File: config.mk
export PLATFORM = sky130hd
export DESIGN_NAME = avg_seq_ctrl
export DESIGN_NICKNAME = d
export VERILOG_FILES = /design/src/rtl/avg_seq_ctrl.sv
export SDC_FILE = /design/constraint.sdc
export NUM_CORES = 1
export LEC_CHECK = 0
export CELL_PAD_IN_SITES_DETAIL_PLACEMENT = 0
export CELL_PAD_IN_SITES_GLOBAL_PLACEMENT = 1
export CORE_MARGIN = 2
export CORE_UTILIZATION = 48
export CTS_BUF_LIST = sky130_fd_sc_hd__clkbuf_4 sky130_fd_sc_hd__clkbuf_8
export DETAILED_ROUTE_END_ITERATION = 16
export GPL_ROUTABILITY_DRIVEN = 1
export GPL_TIMING_DRIVEN = 0
export PLACE_DENSITY_LB_ADDON = 0.1
export REMOVE_ABC_BUFFERS = 1
export SYNTH_ARGS = -nofsm -noshare
export SYNTH_HDL_FRONTEND = slang
export SYNTH_SLANG_ARGS = --single-unit
File: constraint.sdc
create_clock -name clk -period 4.7 [get_ports clk]
set_input_delay 1.41 -clock clk [delete_from_list [all_inputs] [get_ports clk]]
set_output_delay 1.41 -clock clk [all_outputs]
set_load 0.1 [all_outputs]
File: src/rtl/avg_seq_ctrl.sv
`default_nettype none
`timescale 1ns/1ps
// ============================================================================
// Module   : avg_seq_ctrl
// Purpose  : Sequenced signed averager. Samples stream in over a valid/ready
//            port and are summed with one shared adder. The sum is then passed
//            NSHIFT times through one arithmetic right shifter by a latched
//            amount, and the low DATAW bits are offered on a valid/ready output.
// Revision : 1.0 - initial release
// ============================================================================
module avg_seq_ctrl #(
  parameter int DATAW  = 16,
  parameter int ACCW   = 32,
  parameter int NSAMP  = 8,
  parameter int NSHIFT = 3
) (
  input  logic             clk,
  input  logic             rst,
  input  logic             clr,
  input  logic             in_valid,
  output logic             in_ready,
  input  logic [DATAW-1:0] in_data,
  input  logic [7:0]       sa,
  output logic             out_valid,
  input  logic             out_ready,
  output logic [DATAW-1:0] avg,
  output logic             busy
);

  localparam int CNTW = $clog2(NSAMP + 1);
  localparam int SHW  = $clog2(NSHIFT + 1);

  localparam logic [1:0] S_IDLE  = 2'd0;
  localparam logic [1:0] S_ACCUM = 2'd1;
  localparam logic [1:0] S_SHIFT = 2'd2;
  localparam logic [1:0] S_DONE  = 2'd3;

  localparam logic [CNTW-1:0] CNT_LAST = CNTW'(NSAMP - 1);
  localparam logic [SHW-1:0]  SH_LAST  = SHW'(NSHIFT - 1);

  logic [1:0]             state;
  logic [1:0]             state_nxt;
  logic signed [ACCW-1:0] acc;
  logic [CNTW-1:0]        cnt;
  logic [SHW-1:0]         shcnt;
  logic [7:0]             sa_l;

  logic                   accept;
  logic                   last_sample;
  logic                   last_shift;
  logic signed [ACCW-1:0] sample_ext;
  logic signed [ACCW-1:0] add_a;
  logic signed [ACCW-1:0] sum;
  logic signed [ACCW-1:0] acc_shifted;

  // Shared datapath: one adder (first sample adds to zero) and one shifter.
  always_comb begin
    sample_ext  = ACCW'($signed(in_data));
    add_a       = (state == S_ACCUM) ? acc : '0;
    sum         = add_a + sample_ext;
    acc_shifted = acc >>> sa_l;
    last_sample = (state == S_IDLE) ? (NSAMP == 1) : (cnt == CNT_LAST);
    last_shift  = (shcnt == SH_LAST);
  end

  // State register.
  always_ff @(posedge clk or negedge rst) begin
    if (!rst) begin
      state <= S_IDLE;
    end else begin
      state <= state_nxt;
    end
  end

  // Next-state decode; clr overrides every other transition.
  always_comb begin
    state_nxt = state;
    if (clr) begin
      state_nxt = S_IDLE;
    end else begin
      case (state)
        S_IDLE:  if (accept) state_nxt = last_sample ? S_SHIFT : S_ACCUM;
        S_ACCUM: if (accept && last_sample) state_nxt = S_SHIFT;
        S_SHIFT: if (last_shift) state_nxt = S_DONE;
        S_DONE:  if (out_ready) state_nxt = S_IDLE;
        default: state_nxt = S_IDLE;
      endcase
    end
  end

  // Outputs decoded from state only, plus the internal accept strobe.
  always_comb begin
    in_ready = (state == S_IDLE) || (state == S_ACCUM);
    busy     = (state != S_IDLE);
    accept   = in_valid && in_ready;
  end

  // Accumulator, counters, latched shift amount and result register.
  always_ff @(posedge clk or negedge rst) begin
    if (!rst) begin
      acc       <= '0;
      cnt       <= '0;
      shcnt     <= '0;
      sa_l      <= '0;
      avg       <= '0;
      out_valid <= 1'b0;
    end else if (clr) begin
      acc       <= '0;
      cnt       <= '0;
      shcnt     <= '0;
      out_valid <= 1'b0;
    end else begin
      case (state)
        S_IDLE: begin
          if (accept) begin
            acc   <= sum;
            cnt   <= CNTW'(1);
            sa_l  <= sa;
            shcnt <= '0;
          end
        end
        S_ACCUM: begin
          if (accept) begin
            acc <= sum;
            cnt <= cnt + CNTW'(1);
            if (last_sample) shcnt <= '0;
          end
        end
        S_SHIFT: begin
          acc   <= acc_shifted;
          shcnt <= shcnt + SHW'(1);
          if (last_shift) begin
            avg       <= acc_shifted[DATAW-1:0];
            out_valid <= 1'b1;
          end
        end
        S_DONE: begin
          if (out_ready) out_valid <= 1'b0;
        end
        default: begin
          out_valid <= 1'b0;
        end
      endcase
    end
  end

endmodule
`default_nettype wire
==> results of run 1 <==
[cell usage after synthesis, types with 4 or more instances]
library cell	n
sky130_fd_sc_hd__a211oi_1	16
sky130_fd_sc_hd__o22ai_1	7
sky130_fd_sc_hd__xor2_1	12
sky130_fd_sc_hd__nor3_1	18
sky130_fd_sc_hd__nand2b_1	16
sky130_fd_sc_hd__a21oi_1	70
sky130_fd_sc_hd__o21ai_1	29
sky130_fd_sc_hd__a31oi_1	11
sky130_fd_sc_hd__mux2_2	23
sky130_fd_sc_hd__a22oi_1	13
sky130_fd_sc_hd__ha_1	38
sky130_fd_sc_hd__o31ai_1	4
sky130_fd_sc_hd__a21o_1	17
sky130_fd_sc_hd__buf_4	4
sky130_fd_sc_hd__buf_6	4
sky130_fd_sc_hd__clkbuf_1	35
sky130_fd_sc_hd__nand4_1	8
sky130_fd_sc_hd__mux2i_1	42
sky130_fd_sc_hd__inv_1	23
sky130_fd_sc_hd__nor2_1	76
sky130_fd_sc_hd__o21a_1	6
sky130_fd_sc_hd__mux4_2	21
sky130_fd_sc_hd__nand2_1	73
sky130_fd_sc_hd__nand3_1	24
sky130_fd_sc_hd__o211ai_1	17
sky130_fd_sc_hd__a311oi_1	5
sky130_fd_sc_hd__xnor2_1	12
sky130_fd_sc_hd__and2_1	34
sky130_fd_sc_hd__nor2b_1	11
sky130_fd_sc_hd__dfrtp_1	65
sky130_fd_sc_hd__a32oi_1	4
sky130_fd_sc_hd__a221oi_2	4
sky130_fd_sc_hd__o21ai_0	47
sky130_fd_sc_hd__buf_2	15
sky130_fd_sc_hd__or3_1	7
[metal layers]
layer  track usage  routed length, µm  vias to the layer above
li1              -                  -                     3318
met1         0.430              11000                     3496
met2         0.470              10900                      296
met3        0.0359               1630                       42
met4         0.122                864                        0
met5             0                  0                        -
[power breakdown]
| part | switching [µW] | internal (µW) | leakage, µW |
|---|---|---|---|
| clock | 230 | 251 | 0.0000998 |
| sequential | 395 | 720 | 0.000848 |
| combinational | 2110 | 1320 | 0.00241 |
[logic make-up after synthesis]
group	Yosys count
AO/OA/AOI/OAI	290
AND/OR/NAND/NOR	286
multiplexers	93
buffers and inverters	88
adder cells (fa/ha/maj)	39
flip-flops	65
XOR/XNOR	24
[final timing paths]
path                            to  slack [ns]
max                         acc[4]        0.06
min                         avg[7]        0.48
max reg2reg                 acc[4]        0.42
min reg2reg                 avg[7]        0.48
min in group asynchronous   acc[1]        1.15
max in group asynchronous  sa_l[2]        2.95
[flip-flops by register name (all words and copies together), names as in the netlist]
signal     flops
sa_l           8
shcnt          2
acc           32
state          2
out_valid      1
cnt            4
avg           16
[stage by stage]
step,TNS [ns],hold slack [ns],setup WS (ns),instance area [µm²]
after floorplan,0,0.488,0.653,7030
after global placement,-55.29,0.461,-2.62,7740
after detailed placement,-0.786,0.472,-0.240,7820
after CTS,0,0.487,0.148,8010
after global routing,0,0.506,0.0415,8010
final,0,0.478,0.0598,8010
[critical path, stage by stage]
cell	delay [ns]
sky130_fd_sc_hd__clkdlybuf4s50_1	0.65
sky130_fd_sc_hd__nor2b_1	0.67
sky130_fd_sc_hd__a21oi_1	0.47
sky130_fd_sc_hd__nor2_1	0.82
sky130_fd_sc_hd__nand2_1	0.46
sky130_fd_sc_hd__nor2_1	0.26
sky130_fd_sc_hd__a222oi_1	0.11
sky130_fd_sc_hd__inv_1	0.09
[layout make-up]
cell class,instances,area [µm²],area share
Clock inverter,4,45.0,0.00562
Antenna cell,1,2.50,0.000312
Clock buffer,11,139,0.0173
Multi-Input combinational cell,732,5330,0.665
Timing Repair Buffer,51,543,0.0678
Tap cell,188,235,0.0294
Inverter,24,90.1,0.0112
Sequential cell,65,1630,0.203
[timing repair]
action	CTS	global route
gates resized for setup	1	0
endpoints found under the setup margin	2	0
endpoints found under the hold margin	0	0
hold buffers	0	0
==> metrics list, run 1 <==
- Outcome: complete, no violations
* Remaining global-route overflow: 0
- Commonest cells after routing, fill and taps aside: sky130_fd_sc_hd__nor2_1 (75), sky130_fd_sc_hd__nand2_1 (73), sky130_fd_sc_hd__a21oi_1 (70), sky130_fd_sc_hd__dfrtp_1 (62)
* Synth Warn #: 0
- Largest cells by area after synthesis: sky130_fd_sc_hd__dfrtp_1 (22%), sky130_fd_sc_hd__ha_1 (6.4%), sky130_fd_sc_hd__mux4_2 (6.4%)
- Final Max Slew Viols: 0
* Core utilization of the finished layout: 0.529
- STA classifies the critical path startpoint as a primary input.
- The initial utilization of the core area, before any placement, comes to 0.488.
* DRC violations left: 0
- In the final routed layout, each cell accounts on average for roughly 23 µm.
- Class of the tightest hold or removal check: reg2reg
- In this run, synthesis inferred 0 flip-flops with an integrated enable.
- Including well taps, the total number of placed cells is 1060.
- The congestion estimate from routability-driven global placement came to 0.966.
* Netlist area before placement: 7400 µm²
* Type of destination of the critical path: flip-flop
- Biggest fanout along the worst timing path: 9
- In this run the critical register-to-register path is launched from state[1].
- The detailed router finished its first iteration with 640 violations.
- The worst hold path was traced through 2 stages.
- Counting along the longest clock path gives a buffer depth of 2.
* Worst-skew pair later-pin latency: 0.37 ns
- After clock tree synthesis, the clock-pin slew on the worst setup and hold paths is 0.07 ns.
- Setup violators final: 0
* F_max: about 220 MHz
- Post-synth top area cell: sky130_fd_sc_hd__dfrtp_1
- Entering global routing, the biggest net connects between 60 and 70 pins.
* Total wire length after detailed routing: 24400 µm
* Synthesized area per cell: 8.36 µm²
- TritonCTS built the clock tree.
* H-Tree Depth: 3
- The tool flagged a number of max-cap violations equal to 0.
- Number of cell rows: 45
* Fill count: between 1000 and 1500
* Seq cells post-synth: 65
* Start point of the worst min-delay path: avg[7]
- Input and output buffers added on the ports amount to 47.
- Initial antenna violation count: 1
- Leakage power: about 0.0034 µW
* Adder-cell share of the synthesized area: 0.0670
- The worst setup path is of the in2reg kind.
- Most common cell after layout, fill and taps aside: sky130_fd_sc_hd__nor2_1
- The first global-routing pass estimated 38100 µm of wire.
- Simple-gate portion of the synthesized area: 0.191
- Vias per cell: 6.65
- Setup repair after global routing left no endpoint under its margin.
- CTS saw 65 sinks.
- Of the post-synthesis cell area, the dominant cell type holds 0.220.
- Measured against the total synthesized area, the mux share comes to 0.173.
- Final Hold Violating Endpoints: 0
- Total routing resource utilization after global routing: 0.303
- Max Clock Skew: 0.00833 ns
- Final worst-path cycle share: 0.987
- Cell variety after synth: 80
- After synthesis, the share of flip-flops with an asynchronous set or reset is 1.00.
- Min Clock Period, post-route: 4.64 ns
- Detailed-router iteration count before antenna repair: 5
- Once the clock tree was built, the setup fixing pass inserted 0 buffers.
* Fraction of synthesized cell area in xor and xnor cells: 0.0284
* X dimension of the die: ~130 µm
* Height of the chip: 128 µm
- Number of global-route vias before repair: 6678
- The core region is 15100 µm².
- Floorplan die area: 16400 µm²
- Slew at the pin with the worst max-slew slack: approximately 1.4 ns
- Dominant combinational cell family by area after synthesis: compound AO/OA/AOI/OAI gates
* Most used DFF post-synth: sky130_fd_sc_hd__dfrtp_1
- The detail route stage leaves a number of antenna-violating nets equal to 0.
- Data on the critical path arrives at its endpoint at 4.95 ns.
- Synthesized netlist cell count: ~890
- Register area share after synthesis: 0.220
* Number of ports placed on the die boundary: 48
- Post-detail-place hpwl: 17900 µm
- Non-filler instance count after layout: 1076
- Tracing the worst setup path back leads to its startpoint at in_valid.
- The worst-case IR drop observed on VDD is 0.305 mV.
* CTS root buf: sky130_fd_sc_hd__clkbuf_8
- At the worst endpoint, the required time is 5.01 ns.
- Area fraction in compound gates after synthesis: 0.259
* Number of cells on the worst reg-to-reg path: 10
- Area grow syn2layout: 8.32%
* Total power draw: 5030 µW
- Total power density per cell area: 628 nW/µm²
- Layout cells sized above 1: 0.109
- The worst pin sits at a relative slew slack of 0.0555.
- The detailed router placed 7152 vias in this run.
- Number of CTS-inserted buffers: 9
* Total number of nets in the final design: 951
Note: power is estimated with default switching activity, not from simulation.
==> inputs of run 2 (changes only) <==
CAP_MARGIN = 10   (was unset)
CORE_ASPECT_RATIO = 1.5   (was unset)
CTS_CLUSTER_DIAMETER = 60   (was unset)
==> metrics list, run 2 (synthesis results as in run 1) <==
* Total wire length after detailed routing: between 20000 and 25000 µm
* CTS tree: built
* Number of cell rows: 55
- Between clock sinks in the finished design, the worst skew comes to between 0.015 and 0.02 ns.
* Cell class contributing the biggest share of worst-path delay: buffers and inverters
- Biggest fanout along the worst timing path: 24
- Biggest regs: acc (32), avg (16), sa_l (8)
* Min Clock Period, post-route: 4.48 ns
- RSZ-0062 raised after global routing: no
- The floorplan step defined a die boundary enclosing 16400 µm².
- Summed over all nets, the half-perimeter wirelength after detailed placement is 18900 µm.
- Post-CTS repair changed the size of 0 cells.
- Total vias in the final route: 7084
* H-Tree Depth: 3
* Routed metal-1 wire length: 10100 µm
- Reg with most FFs: acc
- In this run, post-CTS hold repair placed 0 buffers.
- Commonest cells after routing, fill and taps aside: sky130_fd_sc_hd__nor2_1 (75), sky130_fd_sc_hd__nand2_1 (73), sky130_fd_sc_hd__a21oi_1 (70), sky130_fd_sc_hd__dfrtp_1 (62)
- The worst hold path belongs to the class reg2reg.
* Total routing resource utilization after global routing: 0.306
* Summed negative setup slack over all endpoints: 0 ns
- After routing the design area is 8120 µm².
- Area grow syn2layout: 9.74%
- Number of max-capacitance violations reported: 0
- Number of global-route vias before repair: 7010
* Remaining global-route overflow: 0
* Most common cell after layout, fill and taps aside: sky130_fd_sc_hd__nor2_1
- Traced cell by cell, the critical path runs through inv_1 > ha_1 > buf_16 > nor2_1 > inv_1 > clkdlybuf4s50_1.
- Final worst-path cycle share: 0.953
* CP Data Arrival Time: 3.07 ns
* Detailed router's first-iteration violation count: 432
- Layout cells sized above 1: 0.113
* Detailed-router iteration count before antenna repair: 5
- CTS clock-pin slew for the worst setup and hold paths: roughly 0.090 ns
- The number of max-slew violations in the final report is 0.
- In this run the deepest clock path goes through 2 buffers.
* Critical-path top delay cell: sky130_fd_sc_hd__clkdlybuf4s50_1
- The highest metal layer carrying signal wires in the routed design is met4.
- The number of antenna diodes in the final layout is 0.
- Leakage power: roughly 0.0034 µW
* Setup repair bufs after CTS: 0
* Number of flip-flops in the largest register: 32
- The congestion estimate from routability-driven global placement came to between 0.9 and 1.
- Effective utilization at floorplan: 0.491
- Total power draw: 5130 µW
- Buffers plus inverters on the worst setup path: 4
* PortBufs: 47
- The die is around 110 µm wide.
- The worst setup path is of the reg2out kind.
- Number of ports placed on the die boundary: 48
* Worst Path Required: 3.29 ns
* Maximum vdd ir drop: between 0.5 and 0.6 mV
- In this run the remaining antenna-violating nets after routing total 0.
- Setup violations remaining at the end of the flow were counted as 0.
- The clock reaches the later pin of the worst-skew pair after 0.37 ns.
- The placed instances occupy a cell area of 7910 µm².
- The region available for standard cell placement spans 15100 µm².
- Mean routed wirelength per cell: between 20 and 25 µm
* F_max: 223 MHz
- Type of destination of the critical path: output port
* Number of CTS-inserted buffers: 9
* Metal3 WL: 1190 µm
- Wire length on met2: 12300 µm
- Dividing the detail-routed via count by the number of cells gives around 6.5.
- Timing analysis after detailed placement gives a worst setup slack of -0.103 ns.
* DRC violations left: 0
- Final Hold Violating Endpoints: 0
- Worst slew margin: 0.186
- Post-layout worst setup margin: between 0.2 and 0.25 ns
- CTS root buf: sky130_fd_sc_hd__clkbuf_8
- Wire length of the first global-routing pass: 39300 µm
* Num Clock Sinks: 65
- The initial antenna violation count is 0.
- Entering global routing, the biggest net connects 66 pins.
* Height of the chip: approximately 160 µm
- STA classifies the critical path startpoint as a flip-flop.
- At the end of the flow, the number of nets in the layout was 955.
- Cell occurring most often along the worst timing path: sky130_fd_sc_hd__inv_1
* Slew at the pin with the worst max-slew slack: 1.21 ns
* CP max stage delay: 1.13 ns
- Total power density per cell area: 632 nW/µm²
- The flow ran to the end, and the final reports show no timing, DRC or antenna violations.
run 2: through the flow:
| step | hold slack, ns | cells | util |
|---|---|---|---|
| final | 0.483 | 1091 | 0.539 |
| after global routing | 0.505 | 1091 | 0.539 |
| after CTS | 0.495 | 1090 | 0.538 |
| after detailed placement | 0.473 | 1074 | 0.525 |
| after global placement | 0.462 | 1067 | 0.514 |
| after floorplan | 0.488 | 821 | - |
run 2: where the power goes:
part,switching [µW],internal (µW)
logic,2150,1350
registers,394,719
clock network,271,251
total,2810,2320
run 2: cell type report:
type,instances,area [µm²]
inverter,24,90.1
clock inverter,7,78.8
clock buffer,9,124
multi-input combinational,732,5320
fill,1439,6950
tap,199,249
sequential,65,1630
timing repair buffer,55,621
run 2: metal layers:
metal,track usage,vias up
met3,0.0305,64
met5,0,-
met1,0.370,3445
met4,0.165,0
met2,0.531,253
li1,-,3322
run 2: tightest hold or removal path: stages, from the launching register on:
cell and delay [ns]:
sky130_fd_sc_hd__dfrtp_1 0.34, sky130_fd_sc_hd__nand2_1 0.04, sky130_fd_sc_hd__o21ai_0 0.06
run 2: final timing paths:
| check | startpoint | to | slack [ns] | cells after the start |
|---|---|---|---|---|
| worst max-delay path | state[1] | in_ready | 0.22 | 6 |
| worst min-delay path | avg[13] | avg[13] | 0.48 | 2 |
| worst max register to register | state[1] | acc[4] | 0.59 | 11 |
| worst min register to register | avg[13] | avg[13] | 0.48 | 2 |
| max in group asynchronous | rst | sa_l[0] | 2.93 | 1 |
| min in group asynchronous | rst | avg[4] | 1.15 | 1 |
